## src/rtl/taylor_pkg.sv

```systemverilog
// Shared definitions for the Taylor-series function engines (arcsine now,
// sine later): FSM states, series coefficients and result saturation.
package taylor_pkg;

  typedef enum logic [3:0] {
    S_INIT,
    S_GET_INPUT,
    S_BYPASS,
    S_SQUARE,
    S_MULT,
    S_ACCUM,
    S_NEXT_POWER,
    S_RESCALE,
    S_SEND_OUTPUT
  } state_t;

  localparam int C_ASIN_TERMS = 4;

  // asin(x) ~ x + x^3/6 + 3x^5/40 + 15x^7/336
  localparam real C_ASIN_REAL [C_ASIN_TERMS] = '{1.0, 1.0/6.0, 3.0/40.0, 15.0/336.0};

  // Coefficient k quantised to Q2.(tapwidth-2), round to nearest.
  function automatic int asin_coef(input int k, input int tapwidth);
    return $rtoi(C_ASIN_REAL[k] * (2.0 ** (tapwidth - 2)) + 0.5);
  endfunction

  // Clamp v to the signed range of a w-bit word.
  function automatic logic signed [63:0] sat_signed(input logic signed [63:0] v, input int w);
    logic signed [63:0] hi;
    logic signed [63:0] lo;
    hi = (64'sd1 <<< (w - 1)) - 64'sd1;
    lo = -hi - 64'sd1;
    if (v > hi) return hi;
    if (v < lo) return lo;
    return v;
  endfunction

endpackage

```

## src/rtl/arcsine_taylor.sv

```systemverilog
// Streaming fixed-point arcsine: 4-term Maclaurin series evaluated
// iteratively through one shared signed multiplier. Q1 in, Q2 out.
module arcsine_taylor
  import taylor_pkg::*;
#(
  parameter int G_DWIDTH   = 16,
  parameter int G_TAPWIDTH = 16
) (
  input  logic                       clk,
  input  logic                       reset,
  input  logic                       enable,
  input  logic                       bypass,
  input  logic signed [G_DWIDTH-1:0] din,
  input  logic                       din_valid,
  output logic                       din_ready,
  output logic signed [G_DWIDTH-1:0] dout,
  output logic                       dout_valid,
  input  logic                       dout_ready
);

  localparam int TW  = G_DWIDTH + G_TAPWIDTH;  // term width
  localparam int AW  = TW + 2;                 // accumulator width (4 terms of headroom)
  localparam int MBW = (G_TAPWIDTH > G_DWIDTH + 1) ? G_TAPWIDTH : G_DWIDTH + 1;
  localparam int PRW = G_DWIDTH + MBW;         // shared product width
  localparam logic [1:0] K_LAST = 2'(C_ASIN_TERMS - 1);

  localparam logic signed [G_TAPWIDTH-1:0] COEF [C_ASIN_TERMS] = '{
    G_TAPWIDTH'(asin_coef(0, G_TAPWIDTH)),
    G_TAPWIDTH'(asin_coef(1, G_TAPWIDTH)),
    G_TAPWIDTH'(asin_coef(2, G_TAPWIDTH)),
    G_TAPWIDTH'(asin_coef(3, G_TAPWIDTH))
  };

  state_t state, state_next;

  logic signed [G_DWIDTH-1:0] x;     // latched sample
  logic signed [G_DWIDTH-1:0] p;     // current odd power x^(2k+1)
  logic signed [G_DWIDTH:0]   x2;    // x^2, one extra bit so (-1)^2 = +1.0 fits
  logic signed [TW-1:0]       term;
  logic signed [AW-1:0]       acc;
  logic [1:0]                 k;

  logic signed [G_DWIDTH-1:0] mul_a;
  logic signed [MBW-1:0]      mul_b;
  logic signed [PRW-1:0]      prod;
  logic signed [PRW-1:0]      prod_shr;
  logic signed [AW-1:0]       acc_shr;
  logic signed [63:0]         sat_full;
  logic signed [G_DWIDTH-1:0] dout_sat;
  logic                       clr;
  logic                       unused_bits;

  // enable=0 behaves exactly like reset
  assign clr = !reset || !enable;

  // Operand steering for the single shared multiplier
  always_comb begin
    mul_a = p;
    mul_b = MBW'(x2);
    case (state)
      S_SQUARE: begin mul_a = x; mul_b = MBW'(x); end
      S_MULT:   begin mul_a = p; mul_b = MBW'(COEF[k]); end
      default:  ;
    endcase
  end

  assign prod     = PRW'(mul_a) * PRW'(mul_b);
  assign prod_shr = prod >>> (G_DWIDTH - 1);
  assign acc_shr  = acc >>> (G_TAPWIDTH - 1);
  assign sat_full = sat_signed(64'(acc_shr), G_DWIDTH);
  assign dout_sat = sat_full[G_DWIDTH-1:0];
  assign unused_bits = ^{prod_shr[PRW-1:G_DWIDTH+1], sat_full[63:G_DWIDTH]};

  // State register
  always_ff @(posedge clk) begin
    if (clr) state <= S_INIT;
    else     state <= state_next;
  end

  // Next-state logic
  always_comb begin
    state_next = state;
    case (state)
      S_INIT:        state_next = S_GET_INPUT;
      S_GET_INPUT:   if (din_valid) state_next = bypass ? S_BYPASS : S_SQUARE;
      S_BYPASS:      state_next = S_SEND_OUTPUT;
      S_SQUARE:      state_next = S_MULT;
      S_MULT:        state_next = S_ACCUM;
      S_ACCUM:       state_next = (k == K_LAST) ? S_RESCALE : S_NEXT_POWER;
      S_NEXT_POWER:  state_next = S_MULT;
      S_RESCALE:     state_next = S_SEND_OUTPUT;
      S_SEND_OUTPUT: if (dout_ready) state_next = S_GET_INPUT;
      default:       state_next = S_INIT;
    endcase
  end

  // Handshake outputs decode straight from the state
  always_comb begin
    din_ready  = (state == S_GET_INPUT);
    dout_valid = (state == S_SEND_OUTPUT);
  end

  // Datapath: one multiply per state, accumulate, rescale
  always_ff @(posedge clk) begin
    if (clr) begin
      x    <= '0;
      p    <= '0;
      x2   <= '0;
      term <= '0;
      acc  <= '0;
      k    <= '0;
      dout <= '0;
    end else begin
      case (state)
        S_GET_INPUT: if (din_valid) begin
          x   <= din;
          p   <= din;
          acc <= '0;
          k   <= '0;
        end
        S_BYPASS:     dout <= x >>> 1;
        S_SQUARE:     x2   <= prod_shr[G_DWIDTH:0];
        S_MULT:       term <= prod[TW-1:0];
        S_ACCUM: begin
          acc <= acc + AW'(term);
          if (k != K_LAST) k <= k + 2'd1;
        end
        S_NEXT_POWER: p    <= prod_shr[G_DWIDTH-1:0];
        S_RESCALE:    dout <= dout_sat;
        default: ;
      endcase
    end
  end

endmodule

```

## config.mk

```make
export PLATFORM = sky130hd
export DESIGN_NAME = arcsine_taylor
export DESIGN_NICKNAME = d
export VERILOG_FILES = /design/src/rtl/taylor_pkg.sv /design/src/rtl/arcsine_taylor.sv
export SDC_FILE = /design/constraint.sdc
export NUM_CORES = 1
export LEC_CHECK = 0
export BUFFER_PORTS_ARGS = -buffer_cell sky130_fd_sc_hd__buf_2
export CORE_MARGIN = 2
export CORE_UTILIZATION = 55
export DETAILED_ROUTE_END_ITERATION = 6
export PLACE_DENSITY_LB_ADDON = 0.3
export SLEW_MARGIN = 20
export SYNTH_ARGS = -nofsm -noshare
export SYNTH_HDL_FRONTEND = slang
export SYNTH_SLANG_ARGS = --single-unit
```

## constraint.sdc

```tcl
create_clock -name clk -period 11.4 [get_ports clk]
set_clock_uncertainty 0.05 [all_clocks]
set_input_delay 0.57 -clock clk [delete_from_list [all_inputs] [get_ports clk]]
set_output_delay 0.57 -clock clk [all_outputs]
set_load 0.05 [all_outputs]
```

==> impl_metrics.env <==
export IMPL_status="completed"
export IMPL_fin_crit_sh=0.8093
export IMPL_chipHeight_um=180.3
export IMPL_cp_max_fo=53
export IMPL_hold_viol_final=0
export IMPL_cts_tree="yes"
export IMPL_hp_start="din[13]"
export IMPL_cts_buffer_depth=2
export IMPL_fin_nets=2489
export IMPL_synth_top_area_share=0.3173
export IMPL_drc=0
export IMPL_powerDensity_mw_per_mm2=61.17
export IMPL_drtPass1Iterations=5
export IMPL_synth_area_top_cells="fa_1 32%, dfxtp_1 16%, ha_1 8.8%, inv_1 7.3%, nand2_1 6.9%"
export IMPL_yosysTopAreaCell="fa_1"
export IMPL_grt_max_degree=98
export IMPL_port_buffers=39
export IMPL_relSlewSlack=0.2484
export IMPL_required_ps=11640
export IMPL_fin_crit_ps=9227
export IMPL_grt_ovfl_total=0
export IMPL_yosysUniqueCellTypes=66
export IMPL_cp_end_kind="flip-flop"
export IMPL_max_stage_delay_ps=990
export IMPL_hold_class="in -> reg"
export IMPL_rsz0062_at_grt="false"
export IMPL_ctsResizeCount=0
export IMPL_area_growth_syn_to_layout_pct=7.458
export IMPL_first_iter_violations=1201
export IMPL_via_per_inst=5.843
export IMPL_fin_tns_setup_ps=0
export IMPL_start_kind="flip-flop"
export IMPL_post_cts_buffers=0
export IMPL_cap_violations=0
export IMPL_crit_start="state[2]"
export IMPL_netlist_top_cells_count="332 x inv_1, 316 x nand2_1, 271 x fa_1, 206 x nor2_1, 141 x a21oi_1"
export IMPL_slew_viol_final=0
export IMPL_syn_num_nets=2479
export IMPL_rows=64
export IMPL_insertion_delay_ps=430
export IMPL_gp_congestion=0.9566
export IMPL_syn_area_per_cell_um2=8.275
export IMPL_yosys_most_used_dff="dfxtp_1"
export IMPL_finalWirelength_mm=46.85
export IMPL_leakage_nw=8.514
export IMPL_worst_pin_slew_ps=1127
export IMPL_path_clk_slew_ps=70
export IMPL_antenna_found_initial=0
export IMPL_synth_edf_count=0
export IMPL_synth_warnings=0
export IMPL_wl_per_cell_um=18.85
export IMPL_maxClockFrequency_mhz=108.4
export IMPL_final_util=0.6006
export IMPL_cts_sinks=137
export IMPL_dp_hpwl_mm=37.10
export IMPL_die_x_um=180.3
export IMPL_synth_seq_cells=137
export IMPL_dieArea_mm2=0.03251
export IMPL_io_pins=40
export IMPL_setup_viol=0
export IMPL_antenna_left=0
export IMPL_syn_inst=2066
export IMPL_num_vias=14520
export IMPL_arrival_ps=9470
export IMPL_fp_coreArea_mm2=0.03059
export IMPL_initial_core_util=0.5589
export IMPL_root_buffer="clkbuf_16"
export IMPL_grt_pass1_vias=14720
export IMPL_async_flop_share=0
export IMPL_cp_slowest_cell="a221oi_1"
export IMPL_antenna_cells=0
export IMPL_grt_pass1_wl_mm=77.03
export IMPL_cts_hold_buffers=0
export IMPL_critPathKind="reg -> reg"
export IMPL_yosysSeqAreaShare=0.1604
export IMPL_synth_area_mm2=0.01710
export IMPL_layout_drive_gt1_share=0.06271
export IMPL_r2r_start="state[2]"
export IMPL_numCtsBuffers=17
export IMPL_gr_usage_all_layers=0.2986
export IMPL_ir_worst_vdd_v=0.0001045
export IMPL_synth_most_common_cell="inv_1"
export IMPL_htreeDepth=4
## flip-flops by register name (all words and copies together) (netlist names)
| signal | flops |
|---|---|
| term | 32 |
| k | 2 |
| state | 4 |
| acc | 34 |
| dout | 16 |
| x2 | 17 |
| x | 16 |
| p | 16 |
## cells in the final DEF, fill, tap and decap left out, types with 5 or more instances in the layout
| cell | netlist | final |
|---|---|---|
| inv_1 | 332 | 332 |
| nand2_1 | 316 | 314 |
| fa_1 | 271 | 271 |
| nor2_1 | 206 | 205 |
| a21oi_1 | 141 | 141 |
| dfxtp_1 | 137 | 137 |
| ha_1 | 120 | 120 |
| nand3_1 | 65 | 65 |
| o21ai_0 | 54 | 54 |
| xnor2_1 | 48 | 48 |
| buf_2 | 3 | 39 |
| buf_4 | 0 | 32 |
| a21o_1 | 30 | 30 |
| o21ai_1 | 23 | 23 |
| a31oi_1 | 22 | 22 |
| xor2_1 | 20 | 20 |
| a211oi_1 | 20 | 20 |
| nor3_1 | 19 | 18 |
| clkbuf_16 | 0 | 17 |
| and2_1 | 16 | 16 |
| nand2b_1 | 12 | 12 |
| a221oi_1 | 12 | 12 |
| a221o_1 | 12 | 12 |
| o21a_1 | 10 | 10 |
| a22o_1 | 9 | 9 |
| and3_1 | 9 | 9 |
| or2_2 | 7 | 7 |
| or3_1 | 6 | 6 |
| mux2i_1 | 6 | 6 |
| inv_6 | 0 | 6 |
| o21bai_1 | 5 | 5 |
| nand4_1 | 5 | 5 |
| inv_8 | 0 | 5 |
## stage by stage
stage	power, mW	area [um^2]	instances	hold slack, ps	setup slack [ps]
global placement	0.5460	17750	2453	404.9	2722
finish	1.124	18370	2485	345.2	2173
floorplan	0.5271	17100	2066	386.2	3601
CTS	1.127	18370	2485	344.3	2405
detailed placement	0.5470	17750	2453	408.2	2430
global route	1.152	18370	2485	357.8	1832
## worst paths after layout
check,to,slack (ps),cells after the start
max,p[15],2170,28
min,x[13],350,3
max reg2reg,p[15],2170,28
min reg2reg,term[19],410,2
## layout make-up
class                      count  area, um^2
clock buffer                  17       425.4
inverter                     333        1250
timing repair buffer          71       435.4
tap                          396       495.5
fill                        2758       12220
sequential                   137        2743
clock inverter                15       193.9
multi-input combinational   1516       12830
## where the power goes
group / leakage [nW] / internal [mW] / switching [mW] / total (mW)
registers: 1.10 / 0.481 / 0.00323 / 0.484
clock network: 0.306 / 0.336 / 0.250 / 0.587
logic: 7.10 / 0.0139 / 0.0390 / 0.0529
total: 8.51 / 0.831 / 0.293 / 1.12
## cells by family after synthesis
logic type                 count (synthesis)  share of synthesized area
AOI/OAI and AO/OA                        373                     0.1379
xor gates and xnor gates                  68                    0.03484
adders and majority gates                391                     0.4052
buffers and inverters                    413                    0.09090
DFF                                      137                     0.1604
muxes                                      7                   0.004172
and+or+nand+nor                          677                     0.1666
## metal layers
layer / global-route usage / wire [um] / vias up
met5: 0 / 0 / -
met4: 0.1135 / 1871 / 0
met3: 0.04285 / 3596 / 129
met2: 0.4927 / 22270 / 591
met1: 0.4006 / 19110 / 7162
li1: - / - / 6639
## worst max-delay path: cells and delay by family, from the launching register on
kind                       cells  cell delay (ps)
adders and majority gates      7             3390
xor gates and xnor gates       1              240
buffers and inverters          7              790
AOI/OAI and AO/OA              8             2990
DFF                            1              540
and+or+nand+nor                5             1070
Note: power is estimated with default switching activity, not from simulation.
